`config.mk`:
```
export PLATFORM = sky130hd
export DESIGN_NAME = fp_misc_pipe
export DESIGN_NICKNAME = d
export VERILOG_FILES = /design/src/rtl/fp_misc_pipe.sv
export SDC_FILE = /design/constraint.sdc
export NUM_CORES = 1
export LEC_CHECK = 0
export CORE_MARGIN = 2
export CORE_UTILIZATION = 47
export DETAILED_ROUTE_END_ITERATION = 16
export GPL_ROUTABILITY_DRIVEN = 0
export GPL_TIMING_DRIVEN = 0
export PLACE_DENSITY = 0.86
export SLEW_MARGIN = 40
export SYNTH_ARGS = -nofsm -noshare
export SYNTH_HDL_FRONTEND = slang
export SYNTH_SLANG_ARGS = --single-unit
```
`constraint.sdc`:
```
create_clock -name clk -period 12.2 [get_ports clk]
set_clock_uncertainty 0.15 [all_clocks]
set_input_delay 2.44 -clock clk [delete_from_list [all_inputs] [get_ports clk]]
set_output_delay 2.44 -clock clk [all_outputs]
set_load 0.01 [all_outputs]
```
`src/rtl/fp_misc_pipe.sv`:
```
// fp_misc_pipe: pipelined FP non-arithmetic unit (sign injection, min/max,
// compare, classify, FP<->int moves) for S and D formats. All computation
// happens ahead of stage 0; the remaining stages only carry the result.
// The unit handles NaN-boxing of S values and raises only the invalid flag (NV).
// A sticky fflags accumulator collects the flags of every retired result.
module fp_misc_pipe #(
  parameter int FLEN    = 64,
  parameter int XLEN    = 64,
  parameter int LATENCY = 2
) (
  input  logic            clk,
  input  logic            rst_n,
  input  logic            in_valid,
  output logic            in_ready,
  input  logic [3:0]      op,
  input  logic            fmt,
  input  logic [FLEN-1:0] rs1,
  input  logic [FLEN-1:0] rs2,
  input  logic [XLEN-1:0] int_rs1,
  output logic            out_valid,
  input  logic            out_ready,
  output logic [FLEN-1:0] result,
  output logic [XLEN-1:0] int_result,
  output logic            res_is_int,
  output logic [4:0]      res_fflags,
  input  logic            fflags_clr,
  output logic [4:0]      fflags
);

  typedef enum logic [3:0] {
    OP_FSGNJ  = 4'd0,
    OP_FSGNJN = 4'd1,
    OP_FSGNJX = 4'd2,
    OP_FMIN   = 4'd3,
    OP_FMAX   = 4'd4,
    OP_FEQ    = 4'd5,
    OP_FLT    = 4'd6,
    OP_FLE    = 4'd7,
    OP_FCLASS = 4'd8,
    OP_FMV_XF = 4'd9,
    OP_FMV_FX = 4'd10
  } op_e;

  localparam logic [31:0] CANON_S = 32'h7FC0_0000;
  localparam logic [63:0] CANON_D = 64'h7FF8_0000_0000_0000;
  localparam logic [31:0] BOX_HI  = 32'hFFFF_FFFF;

  // Raw IEEE fields of one operand, already selected for the active format.
  typedef struct packed {
    logic sign;
    logic exp_ones;
    logic exp_zero;
    logic man_zero;
    logic quiet;
  } fld_t;

  // Payload carried down the pipeline.
  typedef struct packed {
    logic [FLEN-1:0] result;
    logic [XLEN-1:0] int_result;
    logic            is_int;
    logic [4:0]      flags;
  } stage_t;

  function automatic fld_t decode(input logic [63:0] v, input logic dbl);
    fld_t f;
    if (dbl) begin
      f.sign     = v[63];
      f.exp_ones = &v[62:52];
      f.exp_zero = ~|v[62:52];
      f.man_zero = ~|v[51:0];
      f.quiet    = v[51];
    end else begin
      f.sign     = v[31];
      f.exp_ones = &v[30:23];
      f.exp_zero = ~|v[30:23];
      f.man_zero = ~|v[22:0];
      f.quiet    = v[22];
    end
    return f;
  endfunction

  // 10-bit one-hot class: -inf,-norm,-sub,-0,+0,+sub,+norm,+inf,sNaN,qNaN.
  function automatic logic [9:0] fclass(input fld_t f);
    logic inf, nan, zero, sub, norm;
    inf  = f.exp_ones & f.man_zero;
    nan  = f.exp_ones & ~f.man_zero;
    zero = f.exp_zero & f.man_zero;
    sub  = f.exp_zero & ~f.man_zero;
    norm = ~f.exp_ones & ~f.exp_zero;
    return {nan & f.quiet, nan & ~f.quiet,
            ~f.sign & inf, ~f.sign & norm, ~f.sign & sub, ~f.sign & zero,
            f.sign & zero, f.sign & sub, f.sign & norm, f.sign & inf};
  endfunction

  // Operands widened to 64 bits so S/D decoding is independent of FLEN/XLEN.
  logic [63:0] rs1_x, rs2_x, int_x;
  logic        box1_ok, box2_ok;
  logic [63:0] a, b;
  fld_t        fa, fb;
  logic        a_nan, b_nan, a_snan, b_snan, both_zero;
  logic [63:0] mag_a, mag_b;
  logic        lt_ord;

  assign rs1_x   = 64'(rs1);
  assign rs2_x   = 64'(rs2);
  assign int_x   = 64'(int_rs1);
  // With FLEN=32 there is no box to check; S values fill the register.
  assign box1_ok = (FLEN == 32) || (&rs1_x[63:32]);
  assign box2_ok = (FLEN == 32) || (&rs2_x[63:32]);

  // Canonical operands: S values sit in the low word, badly boxed ones become qNaN.
  always_comb begin
    a = fmt ? rs1_x : {32'b0, (box1_ok ? rs1_x[31:0] : CANON_S)};
    b = fmt ? rs2_x : {32'b0, (box2_ok ? rs2_x[31:0] : CANON_S)};
  end

  // Operand classification and total ordering shared by min/max and compares.
  always_comb begin
    fa        = decode(a, fmt);
    fb        = decode(b, fmt);
    a_nan     = fa.exp_ones & ~fa.man_zero;
    b_nan     = fb.exp_ones & ~fb.man_zero;
    a_snan    = a_nan & ~fa.quiet;
    b_snan    = b_nan & ~fb.quiet;
    both_zero = fa.exp_zero & fa.man_zero & fb.exp_zero & fb.man_zero;
    mag_a     = fmt ? {1'b0, a[62:0]} : {33'b0, a[30:0]};
    mag_b     = fmt ? {1'b0, b[62:0]} : {33'b0, b[30:0]};
    // Sign-magnitude order in which -0 sorts below +0; not meaningful for NaNs.
    if (fa.sign != fb.sign) lt_ord = fa.sign;
    else if (fa.sign)       lt_ord = mag_b < mag_a;
    else                    lt_ord = mag_a < mag_b;
  end

  logic [63:0] res64, ires64, minmax;
  logic        sgn, is_int, nv, legal, feq, flt;
  stage_t      stage_d;

  // Per-operation result selection feeding stage 0.
  always_comb begin
    // NOTE: every variable written here gets a default first, so no path
    // through the case statement can leave one unassigned and infer a latch.
    res64   = '0;
    ires64  = '0;
    minmax  = '0;
    sgn     = 1'b0;
    is_int  = 1'b0;
    nv      = 1'b0;
    legal   = !(fmt && (FLEN == 32));
    feq     = !(a_nan || b_nan) && (both_zero || (a == b));
    flt     = !(a_nan || b_nan) && !both_zero && lt_ord;

    case (op)
      OP_FSGNJ, OP_FSGNJN, OP_FSGNJX: begin
        if (op == OP_FSGNJ)       sgn = fb.sign;
        else if (op == OP_FSGNJN) sgn = ~fb.sign;
        else                      sgn = fa.sign ^ fb.sign;
        res64 = fmt ? {sgn, a[62:0]} : {BOX_HI, sgn, a[30:0]};
      end
      OP_FMIN, OP_FMAX: begin
        if (a_nan && b_nan)  minmax = fmt ? CANON_D : {32'b0, CANON_S};
        else if (a_nan)      minmax = b;
        else if (b_nan)      minmax = a;
        else if (op == OP_FMIN) minmax = lt_ord ? a : b;
        else                    minmax = lt_ord ? b : a;
        res64 = fmt ? minmax : {BOX_HI, minmax[31:0]};
        nv    = a_snan | b_snan;
      end
      OP_FEQ: begin
        is_int = 1'b1;
        ires64 = {63'b0, feq};
        nv     = a_snan | b_snan;
      end
      OP_FLT, OP_FLE: begin
        is_int = 1'b1;
        ires64 = {63'b0, (op == OP_FLT) ? flt : (flt | feq)};
        nv     = a_nan | b_nan;
      end
      OP_FCLASS: begin
        is_int = 1'b1;
        ires64 = {54'b0, fclass(fa)};
      end
      OP_FMV_XF: begin
        // Raw bit move: the S form ignores boxing and sign-extends the low word.
        is_int = 1'b1;
        ires64 = fmt ? rs1_x : {{32{rs1_x[31]}}, rs1_x[31:0]};
        if (fmt && (XLEN == 32)) legal = 1'b0;
      end
      OP_FMV_FX: begin
        res64 = fmt ? int_x : {BOX_HI, int_x[31:0]};
        if (fmt && (XLEN == 32)) legal = 1'b0;
      end
      default: legal = 1'b0;
    endcase

    // Illegal combinations still occupy a slot but carry an all-zero result.
    if (!legal) begin
      res64  = '0;
      ires64 = '0;
      is_int = 1'b0;
      nv     = 1'b0;
    end

    stage_d.result     = FLEN'(res64);
    stage_d.int_result = XLEN'(ires64);
    stage_d.is_int     = is_int;
    stage_d.flags      = {nv, 4'b0};
  end

  stage_t             stage_q [LATENCY];
  logic [LATENCY-1:0] v_q;
  logic [LATENCY-1:0] en;
  logic               retire;
  logic [4:0]         fflags_d, fflags_q;

  // Stage enables: a stage may load when it is empty or its successor moves on.
  always_comb begin
    logic ok;
    ok = out_ready;
    en = '0;
    for (int k = LATENCY - 1; k >= 0; k--) begin
      ok    = !v_q[k] || ok;
      en[k] = ok;
    end
  end

  assign in_ready = en[0];

  // Pipeline valid bits and payload; bubbles collapse as later stages drain.
  always_ff @(posedge clk) begin
    if (!rst_n) begin
      // NOTE: the payload is reset along with the valid bits because the last
      // stage drives the outputs directly and they must read zero after reset.
      v_q <= '0;
      for (int k = 0; k < LATENCY; k++) stage_q[k] <= '0;
    end else begin
      // NOTE: non-blocking assignments let every stage sample its predecessor's
      // old value, so the loop order does not matter.
      if (en[0]) begin
        v_q[0] <= in_valid;
        if (in_valid) stage_q[0] <= stage_d;
      end
      for (int k = 1; k < LATENCY; k++) begin
        if (en[k]) begin
          v_q[k] <= v_q[k-1];
          if (v_q[k-1]) stage_q[k] <= stage_q[k-1];
        end
      end
    end
  end

  assign out_valid  = v_q[LATENCY-1];
  assign result     = stage_q[LATENCY-1].result;
  assign int_result = stage_q[LATENCY-1].int_result;
  assign res_is_int = stage_q[LATENCY-1].is_int;
  assign res_fflags = stage_q[LATENCY-1].flags;
  assign retire     = out_valid && out_ready;

  // Sticky flags: the clear applies first so a retiring result survives it.
  always_comb begin
    fflags_d = fflags_clr ? 5'b0 : fflags_q;
    if (retire) fflags_d = fflags_d | res_fflags;
  end

  // Sticky flag register.
  always_ff @(posedge clk) begin
    if (!rst_n) fflags_q <= '0;
    else        fflags_q <= fflags_d;
  end

  assign fflags = fflags_q;

endmodule

```
==> results of run 1 <==
==> metal layers <==
layer  share of wire  track usage  wire length, um  vias to the layer above
met4           0.057        0.142             2900                        4
met3            0.11       0.0592             5840                      219
met2            0.46        0.470            23700                     1040
li1                -            -                -                     5966
met1            0.37        0.367            18700                     6295
met5         0.00035            0               18                        -
==> final timing paths <==
path / to / depth (start not counted) / from
worst min register to register: stage_q[0][260]$_SDFFCE_PN0P_ / 1 / stage_q[0][126]$_SDFFCE_PN0P_
worst max-delay path: stage_q[0][126]$_SDFFCE_PN0P_ / 19 / rs1[54]
worst min-delay path: stage_q[0][260]$_SDFFCE_PN0P_ / 1 / stage_q[0][126]$_SDFFCE_PN0P_
worst max register to register: stage_q[0][80]$_SDFFCE_PN0P_ / 7 / v_q[1]$_SDFFE_PN0P_
==> logic make-up after synthesis <==
group	after synthesis	share of synthesized area
other cells	1	0.000240
xor+xnor	4	0.00224
compound gates	289	0.131
simple gates	514	0.175
mux	44	0.0341
fa+ha+maj	63	0.0505
flops	263	0.504
buf+inv	279	0.103
==> area by class of cell <==
class                   count  area share
inverters                  60      0.0109
clock inverters            17     0.00564
well taps                 442      0.0268
plain buffers             219      0.0672
diodes                      6    0.000728
repair buffers            342       0.170
flip-flops and latches    263       0.382
multi-input cells         922       0.301
clock buffers              33      0.0359
==> metrics by stage <==
step	setup slack (ns)	util	hold WS [ns]	power, mW
final	3.52	0.632	0.361	2.35
after global routing	3.26	0.632	0.382	2.42
after CTS	3.96	0.631	0.361	2.35
after detailed placement	3.40	0.605	0.352	1.54
after global placement	0.379	0.599	0.321	1.53
after floorplan	3.16	-	0.347	1.32
==> cell usage in the layout, fill, tap and decap left out, types with 5 or more instances in the layout <==
master           synthesis  routed
o221ai_1                10      10
a221oi_1                17      17
buf_6                    6       6
nand3_1                 17      17
buf_8                    0       6
buf_1                    7       7
nand4_1                 29      29
clkdlybuf4s50_1          0     332
a21oi_1                 66      65
nor4_1                  29      29
and3_1                  25      25
and2_1                 156     156
clkinv_1                 0       5
a22oi_1                 64      64
edfxtp_1               260     260
nor2_1                  46      45
o21ai_0                 25      24
clkbuf_1                67      70
conb_1                   1       8
o22ai_2                 17      17
nand2_1                153     152
mux2i_1                 21      21
inv_1                   60      60
clkbuf_16                0      29
nor3_1                  15      15
clkinv_2                 0       7
o22ai_1                 18      18
buf_4                  137     137
mux2_1                   5       5
a31oi_1                  7       6
o21ai_1                 14      14
a21o_1                  22      22
diode_2                  0       6
ha_1                    63      63
mux2_4                  17      17
nand2b_1                15      15
==> state kept, by name, summed over array words and instances (netlist names) <==
| signal | count |
|---|---|
| stage_q | 260 |
| v_q | 2 |
| fflags | 1 |
==> report_power, final <==
group / leakage (nW) / switching (mW) / internal (mW)
combinational: 5.06 / 0.238 / 0.229
sequential: 2.85 / 0.0168 / 1.05
clock: 0.420 / 0.361 / 0.453
total: 8.33 / 0.616 / 1.73
==> worst max-delay path: stages <==
cell             delay [ns]
clkdlybuf4s50_1        0.63
nand4_1                0.14
nor3_1                 0.62
nand3_1                0.39
nand2_1                0.44
clkbuf_1               0.50
nand2b_1               0.21
ha_1                   0.36
nand4_1                0.19
nor4_2                 0.44
nand2_1                0.19
a311oi_1               0.34
or4_1                  0.19
nor3b_2                0.32
nor4_1                 0.11
and3b_1                0.36
clkbuf_1               0.54
o22ai_1                0.14
o21ai_0                0.31
==> summary.md, run 1 <==
| Metric | Value |
|---|---|
| CTS tree | yes |
| Longest Clk Path Bufs | 3 |
| Worst min path class | reg -> reg |
| Max FO, Critical Path | 10 |
| CP Launch Type | input pin |
| DRC Markers | 0 |
| WS Path Type | in -> reg |
| IO Count | 343 |
| Cells after Synth | 1457 |
| DRT Pass-1 Iters | 8 |
| CTS Buf Count | 28 |
| CORE AREA | 32600 sq um |
| Via count of the first global-routing pass | 13600 |
| Post-CTS Resized | 0 |
| Final period util | 0.712 |
| Clk slew on worst S/H paths | 0.06 ns |
| Die Y | 186 um |
| P per Cell Area | 114 nW/um^2 |
| Global-route wire length before repair | 77.8 mm |
| Clock Tree Root | clkbuf_16 |
| Total track usage | 0.288 |
| Slew Limit Fails | 0 |
| FP Rows | 66 |
| Yosys reg bits | 263 |
| Die width | 186 um |
| Fin area | 20600 sq um |
| Die area | 34700 sq um |
| Setup bufs post-CTS | 0 |
| Via/cell ratio | 5.87 |
| Htree depth | 1 |
| Outcome | finished clean |
| Post-CTS Hold Fix Bufs | 0 |
| Placement Cell Area | 19700 sq um |
| Distinct cells, synth | 65 |
| Fmax | 0.115 GHz |
| P_leak | 8.33 nW |
| Non-Filler Instances | 2304 |
| Final Hold Fails | 0 |
| Synth area leader | edfxtp_1 |
| Mapped Avg Cell Area | 10.7 sq um |
| Sequential area share after synthesis | 0.504 |
| Gr ovfl total | 0 |
| YS warnings | 0 |
| Detailed Route WL | 51.2 mm |
| Via count | 13500 |
| Reg-to-reg slack, setup | 8.89 ns |
| Top_reg_cell synth | edfxtp_1 |
| Nets | 2101 |
| TNS Setup | 0 ns |
| Largest net degree at the start of global routing | 46 |
| CTS sink count | 263 |
| Fraction of layout instances using a drive strength above 1 | 0.135 |
| Routed len/inst | 22.2 um |
| RSZ-0062 raised after global routing | false |
| Post-route ant nets | 0 |
| Async set or reset register ratio after synthesis | 0 |
| Cell Count Post-Placement | 2248 |
| Cell with the most instances after synthesis | edfxtp_1 |
| Fin crit period | 8.68 ns |
| Synth top area cells | edfxtp_1 (50%), buf_4 (6.6%), and2_1 (6.2%), ha_1 (5.0%), nand2_1 (3.7%) |
| Max cap viols | 0 |
| Area of the multi-input gates | 6210 sq um |
| Slew @ Worst Pin | 0.837 ns |
| Critical path required time | 12.38 ns |
| Worst slew margin | 0.437 |
| Worst skew pair latency | 0.56 ns |
| Initial Utilization | 0.479 |
| Post-DP HPWL | 39.3 mm |
| Crit path DAT | 8.87 ns |
| Maximum VDD drop | 0.0904 mV |
| Final setup viols | 0 |
| Drt first-iter violations | 1854 |
| Most frequent cells after synthesis | edfxtp_1 (260), and2_1 (156), nand2_1 (153) |
| Number of synthesized flops with an enable pin | 260 |
| Synth Cell Area | 15600 sq um |
| Fillcell total | 2450 |
| Initial antenna violation count | 8 |
| Yosys top cell area share | 0.500 |
| Storage element area | 7870 sq um |
| Buffers on Ports | 332 |
| CP Capture Type | register |
| Area Overhead vs Synth | 32.0% |
Power figures use the tool's default switching activity.
==> inputs of run 2 (changes only) <==
- CORE_UTILIZATION: 47 -> 52
- PLACE_DENSITY: 0.86 -> 0.9
- clock period: 12.2 -> 8.33 ns (I/O delays scaled with it)
==> summary.md, run 2 (synthesis gave the netlist of run 1 again) <==
| Metric | Value |
|---|---|
| Reg-to-reg slack, setup | 5.02 ns (-3.87 ns) |
| Crit path DAT | 7.85 ns (-1.02 ns) |
| Outcome | finished clean |
| Finished Core Util | 0.695 (+0.0627) |
| Initial antenna violation count | 6 (-2) |
| Post-CTS Resized | 0 (unchanged) |
| Maximum VDD drop | 0.142 mV (+57%) |
| Clk slew on worst S/H paths | 0.06 ns (about the same) |
| Drt first-iter violations | 1650 (-11%) |
| CTS sink count | 263 (unchanged) |
| P_leak | 8.35 nW (+0.14%) |
| Max reg flops | 260 (unchanged) |
| Max FO, Critical Path | 10 (unchanged) |
| Worst min path class | reg -> reg |
| Final setup viols | 0 (unchanged) |
| Slew Limit Fails | 0 (unchanged) |
| Nets | 2101 (unchanged) |
| Detailed Route WL | 50.1 mm (-2.2%) |
| Fraction of layout instances using a drive strength above 1 | 0.135 (+0.000466) |
| Via/cell ratio | 6.04 (+2.9%) |
| Total track usage | 0.316 (+0.0274) |
| RSZ-0062 raised after global routing | false |
| Htree depth | 1 (unchanged) |
| CTS tree | yes |
| Buffers on Ports | 332 (unchanged) |
| Worst skew pair latency | 0.55 ns (about the same) |
| Fmax | 0.130 GHz |
| Die area | 31400 sq um (-9.4%) |
| Largest net degree at the start of global routing | 45 (-2.2%) |
| Register with the most flip-flops | stage_q |
| IO Count | 343 (unchanged) |
| DRT Pass-1 Iters | 10 (+2) |
| CP Launch Type | input pin |
| Post-DP HPWL | 38.3 mm (-2.6%) |
| Routed len/inst | 22.2 um (-0.11%) |
| Fillcell total | 2063 (-16%) |
| Final Hold Fails | 0 (unchanged) |
| Area Overhead vs Synth | 31.8% |
| Post-CTS Hold Fix Bufs | 0 (unchanged) |
| Clock Tree Root | clkbuf_16 |
| FP Rows | 63 (-4.5%) |
| Most frequent cells in the layout | clkdlybuf4s50_1 (332), edfxtp_1 (260), and2_1 (156) |
| CORE AREA | 29600 sq um (-9.1%) |
| Fin crit period | 7.69 ns |
| Worst slew margin | 0.405 (-0.0314) |
| Most common cell after layout, fill and taps aside | clkdlybuf4s50_1 |
| Die width | 177 um (-4.8%) |
| Slew @ Worst Pin | 0.884 ns (+0.0467 ns) |
| Via count of the first global-routing pass | 13200 (-2.7%) |
| P per Cell Area | 169 nW/um^2 (+48%) |
| Die Y | 177 um (-4.8%) |
| WS Path Type | in -> reg |
| Global-route wire length before repair | 74.9 mm (-3.8%) |
| Gr ovfl total | 0 (unchanged) |
| Max cap viols | 0 (unchanged) |
| Via count | 13600 (+0.80%) |
| Setup bufs post-CTS | 0 (unchanged) |
| CP Capture Type | register |
| DRC Markers | 0 (unchanged) |
| Initial Utilization | 0.527 (+0.0482) |
| Post-route ant nets | 0 (unchanged) |
| Overall Power | 3.48 mW (+48%) |
| Final period util | 0.923 |
| Longest Clk Path Bufs | 3 (unchanged) |
| Critical path required time | 8.49 ns (-3.89 ns) |
| CTS Buf Count | 28 (unchanged) |
[run 2: cell count changes in the layout (fill, tap and decap cells not counted), sizes merged]
cell,change
bufinv,+1
clkbuf,+5
clkinv,-7
diode,+3
inv,+2
[run 2: per-stage QoR]
stage               TNS (ns)  area, sq um  hold slack (ns)  instances  setup WS (ns)
floorplan                  0        15600            0.347       1464         0.0686
global placement     -328.89        19500            0.325       2186          -2.55
detailed placement         0        19600            0.343       2196          0.478
CTS                        0        20600            0.351       2247           1.01
global route               0        20600            0.378       2253          0.443
finish                     0        20600            0.342       2256          0.638
[run 2: power by group]
part	switching, mW	internal [mW]
Combinational	0.350	0.334
Sequential	0.0245	1.54
Clock	0.519	0.715
[run 2: final timing paths]
check / from / to / cells after the start
worst min register to register: fflags[4]$_SDFF_PN0_ / fflags[4]$_SDFF_PN0_ / 2
worst max register to register: v_q[1]$_SDFFE_PN0P_ / stage_q[0][133]$_SDFFCE_PN0P_ / 7
worst max-delay path: rs1[53] / stage_q[0][133]$_SDFFCE_PN0P_ / 20
worst min-delay path: fflags[4]$_SDFF_PN0_ / fflags[4]$_SDFF_PN0_ / 2
[run 2: layout make-up]
cell class	count	area (sq um)	share of cell area
sequential	263	7870	0.382
multi-input combinational	922	6200	0.301
timing repair buffer	342	3490	0.169
buffer	219	1390	0.0673
clock buffer	38	769	0.0374
tap	390	488	0.0237
inverter	60	225	0.0109
clock inverter	13	140	0.00681
antenna	9	22.5	0.00109
[run 2: worst max-delay path, stage by stage]
cell             delay [ns]
clkdlybuf4s50_1        0.59
nand4_1                0.17
nor3_1                 0.57
nand3_1                0.38
nand2_1                0.37
clkbuf_1               0.48
nand2b_1               0.22
ha_1                   0.38
nand4_1                0.18
nor4_2                 0.42
nand2_1                0.19
nor3_1                 0.36
a2bb2oi_1              0.14
a21boi_1               0.35
nor4_1                 0.11
or3b_1                 0.39
buf_6                  0.17
buf_6                  0.17
mux2i_1                0.13
o32ai_1                0.37
[run 2: per-layer routing]
metal  vias to the layer above  global-route usage  wire [um]
met3                       285              0.0649       5860
li1                       5969                   -          -
met1                      6258               0.392      17700
met2                      1120               0.515      22900
met4                         0               0.178       3640
met5                         -                   0          0
